$ cat src/rtl/lsu_rmw_ctrl.sv
`default_nettype none
// ============================================================================
// Module      : lsu_rmw_ctrl
// Description : Load/store initiator for a word-addressed data memory.
//               Byte/halfword/word loads with sign/zero extension, word
//               stores, and read-modify-write for sub-word stores.
//               Misaligned, out-of-range and illegal-size requests are
//               answered with an error and never touch memory.
// Revision    : 1.0 - initial release
// ============================================================================
module lsu_rmw_ctrl #(
  parameter int MEM_WORDS = 100
) (
  input  logic        clk,
  input  logic        rst,
  input  logic        req_valid,
  output logic        req_ready,
  input  logic        req_write,
  input  logic [1:0]  req_size,
  input  logic        req_unsigned,
  input  logic [31:0] req_addr,
  input  logic [31:0] req_wdata,
  output logic        resp_valid,
  output logic [31:0] resp_rdata,
  output logic        resp_err,
  output logic [31:0] mem_addr,
  output logic [31:0] mem_wd,
  input  logic [31:0] mem_rd,
  output logic        mem_write
);

  localparam logic [1:0]  c_size_byte = 2'b00;
  localparam logic [1:0]  c_size_half = 2'b01;
  localparam logic [1:0]  c_size_word = 2'b10;
  localparam logic [29:0] c_mem_words = 30'(MEM_WORDS);

  typedef enum logic [1:0] {
    IDLE   = 2'd0,
    ACCESS = 2'd1,
    WRITE  = 2'd2,
    RESP   = 2'd3
  } state_t;

  state_t      state_q, state_d;
  logic        req_ready_q, req_ready_d;
  logic        resp_valid_q, resp_valid_d;
  logic [31:0] resp_rdata_q, resp_rdata_d;
  logic        resp_err_q, resp_err_d;
  logic        write_q, write_d;
  logic [1:0]  size_q, size_d;
  logic        uns_q, uns_d;
  logic [31:0] addr_q, addr_d;
  logic [31:0] wdata_q, wdata_d;
  logic [31:0] merge_q, merge_d;

  logic        w_req_err;
  logic [4:0]  w_byte_sh;
  logic [7:0]  w_byte;
  logic [15:0] w_half;
  logic [31:0] w_load_ext;
  logic [31:0] w_merged;

  // Request error classification, evaluated on the live request at capture
  always_comb begin
    w_req_err = 1'b0;
    if (req_size == 2'b11)                              w_req_err = 1'b1;
    if ((req_size == c_size_half) && req_addr[0])       w_req_err = 1'b1;
    if ((req_size == c_size_word) && (req_addr[1:0] != 2'b00)) w_req_err = 1'b1;
    if (req_addr[31:2] >= c_mem_words)                  w_req_err = 1'b1;
  end

  // Little-endian lane extraction/extension and sub-word merge from mem_rd
  always_comb begin
    w_byte_sh = {addr_q[1:0], 3'b000};
    w_byte    = mem_rd[w_byte_sh +: 8];
    w_half    = addr_q[1] ? mem_rd[31:16] : mem_rd[15:0];
    case (size_q)
      c_size_byte: w_load_ext = {{24{~uns_q & w_byte[7]}}, w_byte};
      c_size_half: w_load_ext = {{16{~uns_q & w_half[15]}}, w_half};
      default:     w_load_ext = mem_rd;
    endcase
    w_merged = mem_rd;
    if (size_q == c_size_byte) begin
      w_merged[w_byte_sh +: 8] = wdata_q[7:0];
    end else if (addr_q[1]) begin
      w_merged[31:16] = wdata_q[15:0];
    end else begin
      w_merged[15:0] = wdata_q[15:0];
    end
  end

  // Next-state and next-output computation for the access sequencer
  always_comb begin
    state_d      = state_q;
    req_ready_d  = req_ready_q;
    resp_valid_d = 1'b0;
    resp_rdata_d = resp_rdata_q;
    resp_err_d   = resp_err_q;
    write_d      = write_q;
    size_d       = size_q;
    uns_d        = uns_q;
    addr_d       = addr_q;
    wdata_d      = wdata_q;
    merge_d      = merge_q;
    case (state_q)
      IDLE: begin
        if (req_valid) begin
          write_d      = req_write;
          size_d       = req_size;
          uns_d        = req_unsigned;
          addr_d       = req_addr;
          wdata_d      = req_wdata;
          resp_rdata_d = 32'h0;
          resp_err_d   = w_req_err;
          req_ready_d  = 1'b0;
          if (w_req_err) begin
            resp_valid_d = 1'b1;
            state_d      = RESP;
          end else begin
            state_d      = ACCESS;
          end
        end
      end
      ACCESS: begin
        if (!write_q) begin
          resp_rdata_d = w_load_ext;
          resp_valid_d = 1'b1;
          state_d      = RESP;
        end else if (size_q == c_size_word) begin
          resp_valid_d = 1'b1;
          state_d      = RESP;
        end else begin
          merge_d      = w_merged;
          state_d      = WRITE;
        end
      end
      WRITE: begin
        resp_valid_d = 1'b1;
        state_d      = RESP;
      end
      default: begin
        req_ready_d  = 1'b1;
        state_d      = IDLE;
      end
    endcase
  end

  // State and captured-request registers with synchronous reset
  always_ff @(posedge clk) begin
    if (rst) begin
      state_q      <= IDLE;
      req_ready_q  <= 1'b1;
      resp_valid_q <= 1'b0;
      resp_rdata_q <= 32'h0;
      resp_err_q   <= 1'b0;
      write_q      <= 1'b0;
      size_q       <= 2'b00;
      uns_q        <= 1'b0;
      addr_q       <= 32'h0;
      wdata_q      <= 32'h0;
      merge_q      <= 32'h0;
    end else begin
      state_q      <= state_d;
      req_ready_q  <= req_ready_d;
      resp_valid_q <= resp_valid_d;
      resp_rdata_q <= resp_rdata_d;
      resp_err_q   <= resp_err_d;
      write_q      <= write_d;
      size_q       <= size_d;
      uns_q        <= uns_d;
      addr_q       <= addr_d;
      wdata_q      <= wdata_d;
      merge_q      <= merge_d;
    end
  end

  // Memory strobe is decoded from state so a reset in ACCESS/WRITE kills it
  always_comb begin
    mem_write = 1'b0;
    mem_wd    = 32'h0;
    if (state_q == WRITE) begin
      mem_write = ~rst;
      mem_wd    = merge_q;
    end else if ((state_q == ACCESS) && write_q && (size_q == c_size_word)) begin
      mem_write = ~rst;
      mem_wd    = wdata_q;
    end
  end

  assign mem_addr   = {addr_q[31:2], 2'b00};
  assign req_ready  = req_ready_q;
  assign resp_valid = resp_valid_q;
  assign resp_rdata = resp_rdata_q;
  assign resp_err   = resp_err_q;

endmodule
`default_nettype wire
$ cat config.mk
export PLATFORM = sky130hd
export DESIGN_NAME = lsu_rmw_ctrl
export DESIGN_NICKNAME = d
export VERILOG_FILES = /design/src/rtl/lsu_rmw_ctrl.sv
export SDC_FILE = /design/constraint.sdc
export NUM_CORES = 1
export LEC_CHECK = 0
export BUFFER_PORTS_ARGS = -buffer_cell sky130_fd_sc_hd__buf_2
export CORE_ASPECT_RATIO = 1.1
export CORE_MARGIN = 2
export CORE_UTILIZATION = 35
export CTS_CLUSTER_SIZE = 30
export DETAILED_ROUTE_END_ITERATION = 8
export GPL_ROUTABILITY_DRIVEN = 1
export GPL_TIMING_DRIVEN = 1
export PLACE_DENSITY = 0.65
export SETUP_SLACK_MARGIN = 0.5
export SYNTH_ARGS = -nofsm -noshare
export SYNTH_HDL_FRONTEND = slang
export SYNTH_SLANG_ARGS = --single-unit
$ cat constraint.sdc
create_clock -name clk -period 2.27 [get_ports clk]
set_clock_uncertainty 0.05 [all_clocks]
set_input_delay 0.3405 -clock clk [delete_from_list [all_inputs] [get_ports clk]]
set_output_delay 0.3405 -clock clk [all_outputs]
set_load 0.02 [all_outputs]
# Word level (Yosys, flattened, before mapping)
# Cells that the tools add are included.
op_classes:
  addsub: 1
  order_cmp: 1
  n_eq_ne: 9
  n_shift: 3
  n_mux: 29
  bitwise: 6
  reduce_logical: 13
op_table:
  columns: ["operator", "n"]
  rows:
  - ["32-bit 2-to-1 mux", 5]
  - ["32-bit case mux with 2 select lines", 2]
  - ["16-bit 2-to-1 mux", 3]
  - ["32-bit bitwise mux", 1]
  - ["8-bit by 7-bit variable shift with 32-bit output, first input constant", 1]
  - ["32-bit by 6-bit indexed part select with 8-bit output", 1]
  - ["8-bit by 7-bit indexed part select with 32-bit output", 1]
  - ["30-bit by 7-bit >= comparator with 1-bit output, second input constant", 1]
  - ["1-bit 2-to-1 mux", 13]
  - ["2-bit == test, second input constant", 4]
  - ["5-bit negator with 7-bit output", 1]
  - ["2-bit by 1-bit == test with 1-bit output, second input constant", 3]
  - ["2-bit case mux with 3 select lines", 1]
  - ["3-bit AND reduction", 2]
  - ["1-bit logical AND", 4]
  - ["2-bit logical NOT", 2]
  - ["2-bit 2-to-1 mux", 2]
  - ["2-bit inequality test, second input constant", 2]
  - ["1-bit inverter", 4]
  - ["2-bit AND reduction", 2]
  - ["2-bit nonzero test", 2]
  - ["1-bit case mux with 3 select lines", 1]
  - ["1-bit AND", 2]
  - ["1-bit case mux with 2 select lines", 1]
  - ["2-bit OR reduction", 1]
totals:
  reg_bits: 137
  input_bits: 103
  output_inout_bits: 100
  wordCells: 73

# Logic depth before layout (Yosys ltp)
# Gate-level depths: netlist of the first run.
logic_depth:
  ltp_word: 8
  ltp_mapped: 9
  depth_no_buf: 6

# Worst setup path before layout of the first run
# OpenSTA, ideal clock, no wires.
synth_timing:
  path_type: "register to register"
  start: "register addr_q[1]"
  end: "register merge_q[24]"
  setup_ps: 70
  t_arrival_ps: 2050
  t_required_ps: 2150
  slack_ps: 100
  path_stages_with_launch: 9
  path_buffers: 2
  synth_period_minus_slack_ps: 2170
  path_cell_list: "dfxtp_1 > buf_2 > clkinv_1 > ha_1 > nor4bb_1 > clkbuf_1 > a221oi_1 > a211o_1 > a21oi_1"
synth_via:
  elab_chain_cells: 4
  word_cells_on_any_way: 6
  cone_classes: "add/sub: 1; shift: 2; mux: 3"
synth_lines:
  columns: ["item", "line_no", "text"]
  rows:
  - ["from (decl)", "52", "logic [31:0] addr_q, addr_d;"]
  - ["from (signal assigned)", "171", "addr_q <= addr_d;"]
  - ["5-bit negator with 7-bit output", "84", "w_merged[w_byte_sh +: 8] = wdata_q[7:0];"]
  - ["8-bit by 7-bit indexed part select with 32-bit output or 8-bit by 7-bit variable shift with 32-bit output (tied branches)", "84", null]
  - ["32-bit bitwise mux", "84", null]
  - ["32-bit 2-to-1 mux (*)", "83", "if (size_q == c_size_byte) begin"]
  - ["to (signal assigned)", "173", "merge_q <= merge_d;"]
  - ["to (decl)", "54", "logic [31:0] merge_q, merge_d;"]
# Every way passes the cells marked *; elsewhere a longest branch is shown, timed or not.
# A chain may end at the register's enable or synchronous reset.

# Worst setup path in the final report of the first run
layout_timing:
  start: "register state_q[0]"
  end: "output mem_wd[14]"
layout_via:
  elab_chain_cells: 5
  word_cells_on_any_way: 6
  cone_classes: "eq/ne: 2; mux: 2; reduce/logical: 2"
layout_lines:
  columns: ["item", "line_no", "text"]
  rows:
  - ["from (decl)", "44", "state_t state_q, state_d;"]
  - ["from (signal assigned)", "163", "state_q <= state_d;"]
  - ["2-bit by 1-bit == test with 1-bit output", "184", "end else if ((state_q == ACCESS) && write_q && (size_q == c_size_word)) begin"]
  - ["1-bit logical AND (2 in a row)", "184", null]
  - ["32-bit 2-to-1 mux", "184", null]
  - ["32-bit 2-to-1 mux (*)", "181", "if (state_q == WRITE) begin"]
  - ["to (decl)", "27", "output logic [31:0] mem_wd,"]
# Marks and branches as above.

==> out/results.ini, run 1 <==
[run_status]
status=completed

[timing]
setup_viol_count_final=0
min_period_ns=2.20
hold_viol=0
post-route-period-util=0.967
maxSlewHeadroom=0.654
rsz0062_at_grt=yes
max_freq_mhz=455
final.setup.tns_ns=0
final_max_slew_viol_count=0
tightest_slew_ns=0.519
layout_setup_ws_ns=0.0739

[layout]
fin_nets=1120
layout-drive-gt1-share=0.373
synthToLayoutAreaGrowth_pct=40.7

[floorplan]
ios=203
placementRows=53
die-area_sq_um=20800
fp.dieW_um=138
start_util=0.359
fp.dieH_um=151
core_area_sq_um=19200

[synthesis]
synthXorXnorAreaFrac=0
synth_area_sq_um=6900
synthMuxAreaShare=0.0902
yosysMostFrequentCell=nand2_1
yosys.area_share.simple=0.205
synth_flop_cell=dfxtp_1
synth_cell_types=55
syn_avg_cell_area_sq_um=8.16
synthTopCellsByArea=dfxtp_1, nand2_1, mux2i_1
synth-compound-area-share=0.210
yosys_warnings=0
synth.largest_area_cell=dfxtp_1
synth_top_family_by_area=compound AO/OA/AOI/OAI gates
ys_seq_area_frac=0.398
synthArstFlopShare=0
synth_cells=845
synth_fa_ha_area_frac=0.0163
yosysTopAreaCellShare=0.398
synth_edf_count=0
synth_common_cells=nand2_1, dfxtp_1, a21oi_1
yosys_register_bits=137

[grt]
grtUsageTotal=0.214
globalRouteMet3Util=0.0479
use_met1=0.291
antenna_found_initial=1
gr-total-overflow=0
grt_pass1_vias=6173
busiest_layer=met2
grtUsageMet2=0.330
grt_max_degree=86
grt_pass1_wl_um=34000

[placed_design]
io_buffers=200
dpl_worst_slack_ns=0.276
place_hpwl_um=15300
routabilityCongestion=0.836

[hold_path]
hp-start=req_wdata[29]
hp-class=primary input to register

[clock_tree]
clkTransAtPathRegs_ns=0.06
clockBufferDepth=2
clockRootBuffer=clkbuf_16
cts_tree=done
cts_made_buffers=17
clock_sinks=137
clock_latency_ns=0.43
h-tree-depth=4

[power]
p_leak_nw=3.81
power_frac_seq=0.308
power.internal_mw=6.43
comb_power_share=0.424
clock_power_share=0.268
powerDensity_nw_per_um2=1080
netSwitchingFraction=0.385
vdd_drop_max_uv=542
p_switching_mw=4.03

[critical_path]
cp_max_fo=13
start_kind=register
cp.arrival_ns=1.81
crit_type=register to output port
crit_start=state_q[0]
cp-end-kind=output port
cp.required_ns=1.88
r2r-start=state_q[1]

[drt]
post-route-drc-count=0
dr_total_vias=6700
ant_nets=0
routedWlPerCell_um=18.0
vias_per_cell=5.28
drtIter0Drc=550
drtPass1Iterations=5
wirelength_um=22800

[run]
cap_viol_max_count=0

## metrics by stage
step                cells   util  hold slack [ns]  cell area [sq um]  power [mW]
floorplan             846      -            0.386               7060        5.64
global placement     1211  0.419            0.381               8060        6.55
detailed placement   1211  0.419            0.387               8060        6.58
CTS                  1263  0.480           0.0787               9230        10.1
global route         1269  0.505           0.0934               9700        11.0
finish               1269  0.505           0.0939               9700        10.5
## critical path, cell delays in order (launching register included)
cell and delay [ns]:
dfxtp_4 0.36, inv_2 0.08, ha_4 0.24, buf_12 0.20
mux2i_1 0.31, nor2_4 0.05, buf_6 0.13
## kinds of logic after synthesis
group,Yosys count
and+or+nand+nor,324
buffers and inverters,107
adders and majority gates,9
other,1
AOI/OAI and AO/OA,207
DFF,137
muxes,60
## routing by layer
layer / wire [um] / vias up
li1: - / 3270
met1: 9980 / 3142
met2: 10700 / 251
met3: 1580 / 37
met4: 537 / 0
met5: 0 / -
## worst paths after layout
kind                   end  slack, ns  cells after the start
max reg2reg  resp_rdata[3]       0.19                      8
max             mem_wd[14]       0.07                      6
min            wdata_q[29]       0.09                      3
min reg2reg  resp_rdata[7]       0.39                      2
## registers in the layout (all words and copies together) (netlist names)
| name | flops |
|---|---|
| resp_rdata | 32 |
| wdata_q | 32 |
| resp_valid | 1 |
| addr_q | 32 |
| uns_q | 1 |
| size_q | 2 |
| merge_q | 32 |
| write_q | 1 |
| state_q | 2 |
| req_ready | 1 |
| resp_err | 1 |
## power by group through the flow
stage / registers [mW] / clock network [mW] / logic (mW)
2_1_floorplan: 3.24 / 0 / 2.40
3_3_place_gp: 3.19 / 0 / 3.36
6_report: 3.22 / 2.80 / 4.43
3_5_place_dp: 3.20 / 0 / 3.38
4_1_cts: 3.18 / 2.86 / 4.03
5_1_grt: 3.27 / 2.96 / 4.77
## placed cells by master (no fill, tap or decap), types with 5 or more instances in the layout
cell type / instances
mux2i_1: 31
a21oi_1: 92
o21ai_0: 15
nor2_2: 18
a221oi_1: 22
nor4_1: 5
a32o_1: 7
dfxtp_1: 132
a221oi_2: 8
a22o_1: 17
nand2b_1: 29
mux2i_2: 8
nor2_1: 25
a211o_1: 20
nor2b_1: 5
nand2_1: 180
buf_6: 24
buf_12: 13
mux2_2: 7
nor2_4: 17
buf_2: 166
inv_6: 6
ha_1: 5
mux2i_4: 13
nor3_1: 19
buf_4: 33
clkbuf_16: 18
## layout make-up
cell class	count	area [sq um]
Antenna cell	1	2.50
Inverter	7	46.3
Timing Repair Buffer	243	1810
Sequential cell	137	2760
Clock inverter	15	165
Multi-Input combinational cell	602	4180
Clock buffer	17	425
Tap cell	247	309
Fill cell	1846	9530
## timing repair
| action | 4_1_cts | 5_1_grt |
|---|---|---|
| setup buffers | 14 | 4 |
| pin swaps | 15 | 21 |
| gates cloned | 6 | 1 |
| endpoints found under the setup margin | 137 | 150 |
| gates resized for setup | 80 | 84 |
| hold buffers | 0 | 0 |
(Power assumes the default switching activity.)
==> inputs of run 2 (changes only) <==
clock period = 1.9 ns   (was 2.27 ns; I/O delays follow)
==> run 2 against run 1 <==
- the run now ends with negative setup slack left
- global-route usage increased by 3.3 points
- via count increased by 8.9%
- non-clock buffer count increased by 75
- die area unchanged
- cell count increased by 6.0%
- register-to-register slack got worse by 0.22 ns
- core utilization increased by 11 points
==> out/results.ini, run 2 (synthesis results as in run 1) <==
[grt]
gr-total-overflow=0  ; unchanged
grt_pass1_wl_um=39000  ; +15%
busiest_layer=met2
grtUsageTotal=0.246  ; +0.0326
globalRouteMet3Util=0.0582  ; +0.0104
use_met1=0.312  ; +0.0210
grt_max_degree=109  ; +27%
grt_pass1_vias=7081  ; +15%
grtUsageMet2=0.402  ; +0.0718
antenna_found_initial=1  ; unchanged

[timing]
setup_viol_count_final=59  ; +59
hold_ws_ns=0.0438  ; -0.0501 ns
layout_setup_ws_ns=-0.254  ; -0.328 ns
min_period_ns=2.15
max_freq_mhz=464
final.setup.tns_ns=-7.65  ; -7.65 ns
maxSlewHeadroom=0.558  ; -0.0962
post-route-period-util=1.13
hold_viol=0  ; unchanged
final_max_slew_viol_count=0  ; unchanged
rsz0062_at_grt=yes
tightest_slew_ns=0.663  ; +0.144 ns

[floorplan]
ios=203  ; unchanged
die-area_sq_um=20800  ; unchanged
core_area_sq_um=19200  ; unchanged
fp.dieH_um=151  ; unchanged
start_util=0.359  ; unchanged
placementRows=53  ; unchanged
fp.dieW_um=138  ; unchanged

[drt]
routedWlPerCell_um=19.5  ; +8.5%
drtIter0Drc=479  ; -13%
dr_total_vias=7293  ; +8.9%
post-route-drc-count=0  ; unchanged
ant_nets=0  ; unchanged
vias_per_cell=5.42  ; +2.7%
drtPass1Iterations=5  ; unchanged
wirelength_um=26200  ; +15%

[power]
vdd_drop_max_uv=773  ; +43%
total_power_mw=15.4  ; +47%
p_leak_nw=4.73  ; +24%
clock_power_share=0.225  ; -0.043
comb_power_share=0.517  ; +0.093
netSwitchingFraction=0.399  ; +0.0137
power_frac_seq=0.258  ; -0.050
powerDensity_nw_per_um2=1290  ; +20%
power.internal_mw=9.23  ; +44%
p_switching_mw=6.13  ; +52%

[placed_design]
place_area_sq_um=8700  ; +8.0%
dp.cells=1238  ; +2.2%
routabilityCongestion=0.906  ; +8.3%
place_hpwl_um=15900  ; +3.7%
io_buffers=200  ; unchanged

[clock_tree]
clockRootBuffer=clkbuf_16
clock_latency_ns=0.42  ; about the same
clock_sinks=137  ; unchanged
cts_made_buffers=17  ; unchanged
h-tree-depth=4  ; unchanged
clkTransAtPathRegs_ns=0.07  ; about the same
cts_tree=done
clockBufferDepth=2  ; unchanged

[critical_path]
cp.arrival_ns=1.82  ; about the same
cp-end-kind=output port
cp.required_ns=1.56  ; -0.32 ns
start_kind=register
crit_type=register to output port
cp_max_fo=6  ; -7

[layout]
n_antenna_cell=0  ; -1
filler_cell_count=1573  ; -15%
synthToLayoutAreaGrowth_pct=72.1
fin_nets=1197  ; +6.9%
layout-drive-gt1-share=0.604  ; +0.231
fin_cells=1345  ; +6.0%
design_area_sq_um=11900  ; +22%
final_common_cell=buf_2
mostFrequentLayoutCells=buf_2, dfxtp_1, nand2_1

[run_status]
status=finished, violations left
violations=negative setup slack

[hold_path]
hp-class=primary input to register

[run]
cap_viol_max_count=0  ; unchanged

## run 2: changes by cell type in the layout (fill, tap and decap cells not counted), sizes merged
cell / before / now
o221a: 1 / 2
buf: 239 / 317
inv: 12 / 15
and3: 1 / 2
diode: 1 / 0
bufbuf: 3 / 0
clkinv: 5 / 2
## run 2: repair_timing
action | 4_1_cts | 5_1_grt
cloned | 17 | 1
endpoints found under the setup margin | 167 | 170
setup buffers | 51 | 6
gates resized for setup | 294 | 122
pin swaps | 148 | 56
hold buffers | 0 | 0
## run 2: power groups by stage
stage	clock network (mW)	registers [mW]	logic, mW
after global placement	0	3.86	4.76
after CTS	3.48	3.90	7.27
final	3.46	3.97	7.94
after global routing	3.63	4.02	8.37
after floorplan	0	3.93	3.58
after detailed placement	0	3.88	4.81
## run 2: layout make-up
type,instances,area (sq um),share of cell area
Tap cell,247,309,0.0260
Clock inverter,15,180,0.0152
Multi-Input combinational cell,604,5360,0.452
Clock buffer,17,425,0.0358
Timing Repair Buffer,318,2780,0.235
Inverter,7,48.8,0.00411
Sequential cell,137,2760,0.233
## run 2: path summary, 6_finish.rpt
| kind | startpoint | endpoint | slack, ns | depth (start not counted) |
|---|---|---|---|---|
| setup / recovery | size_q[0] | mem_wd[8] | -0.25 | 8 |
| hold reg to reg | resp_rdata[5] | resp_rdata[5] | 0.40 | 2 |
| hold / removal | req_wdata[15] | wdata_q[15] | 0.04 | 3 |
| setup reg to reg | state_q[1] | resp_rdata[4] | -0.03 | 12 |
## run 2: stage by stage
step / setup slack [ns] / utilization
6_report: -0.254 / 0.617
5_1_grt: -0.323 / 0.617
4_1_cts: -0.254 / 0.586
3_5_place_dp: 0.0190 / 0.453
3_3_place_gp: 0.0622 / 0.453
2_1_floorplan: 0.165 / -
## run 2: routing by layer
layer / routed length [um] / vias to the layer above
met2: 12700 / 295
met5: 8 / -
met1: 10900 / 3495
li1: - / 3443
met4: 840 / 2
met3: 1770 / 58
## run 2: critical path: stages (launching register included)
cell      delay (ns)
dfxtp_1         0.44
nand2b_4        0.21
nor2_4          0.05
nor2_4          0.17
buf_12          0.13
buf_16          0.11
buf_12          0.11
nor2_4          0.03
buf_6           0.13
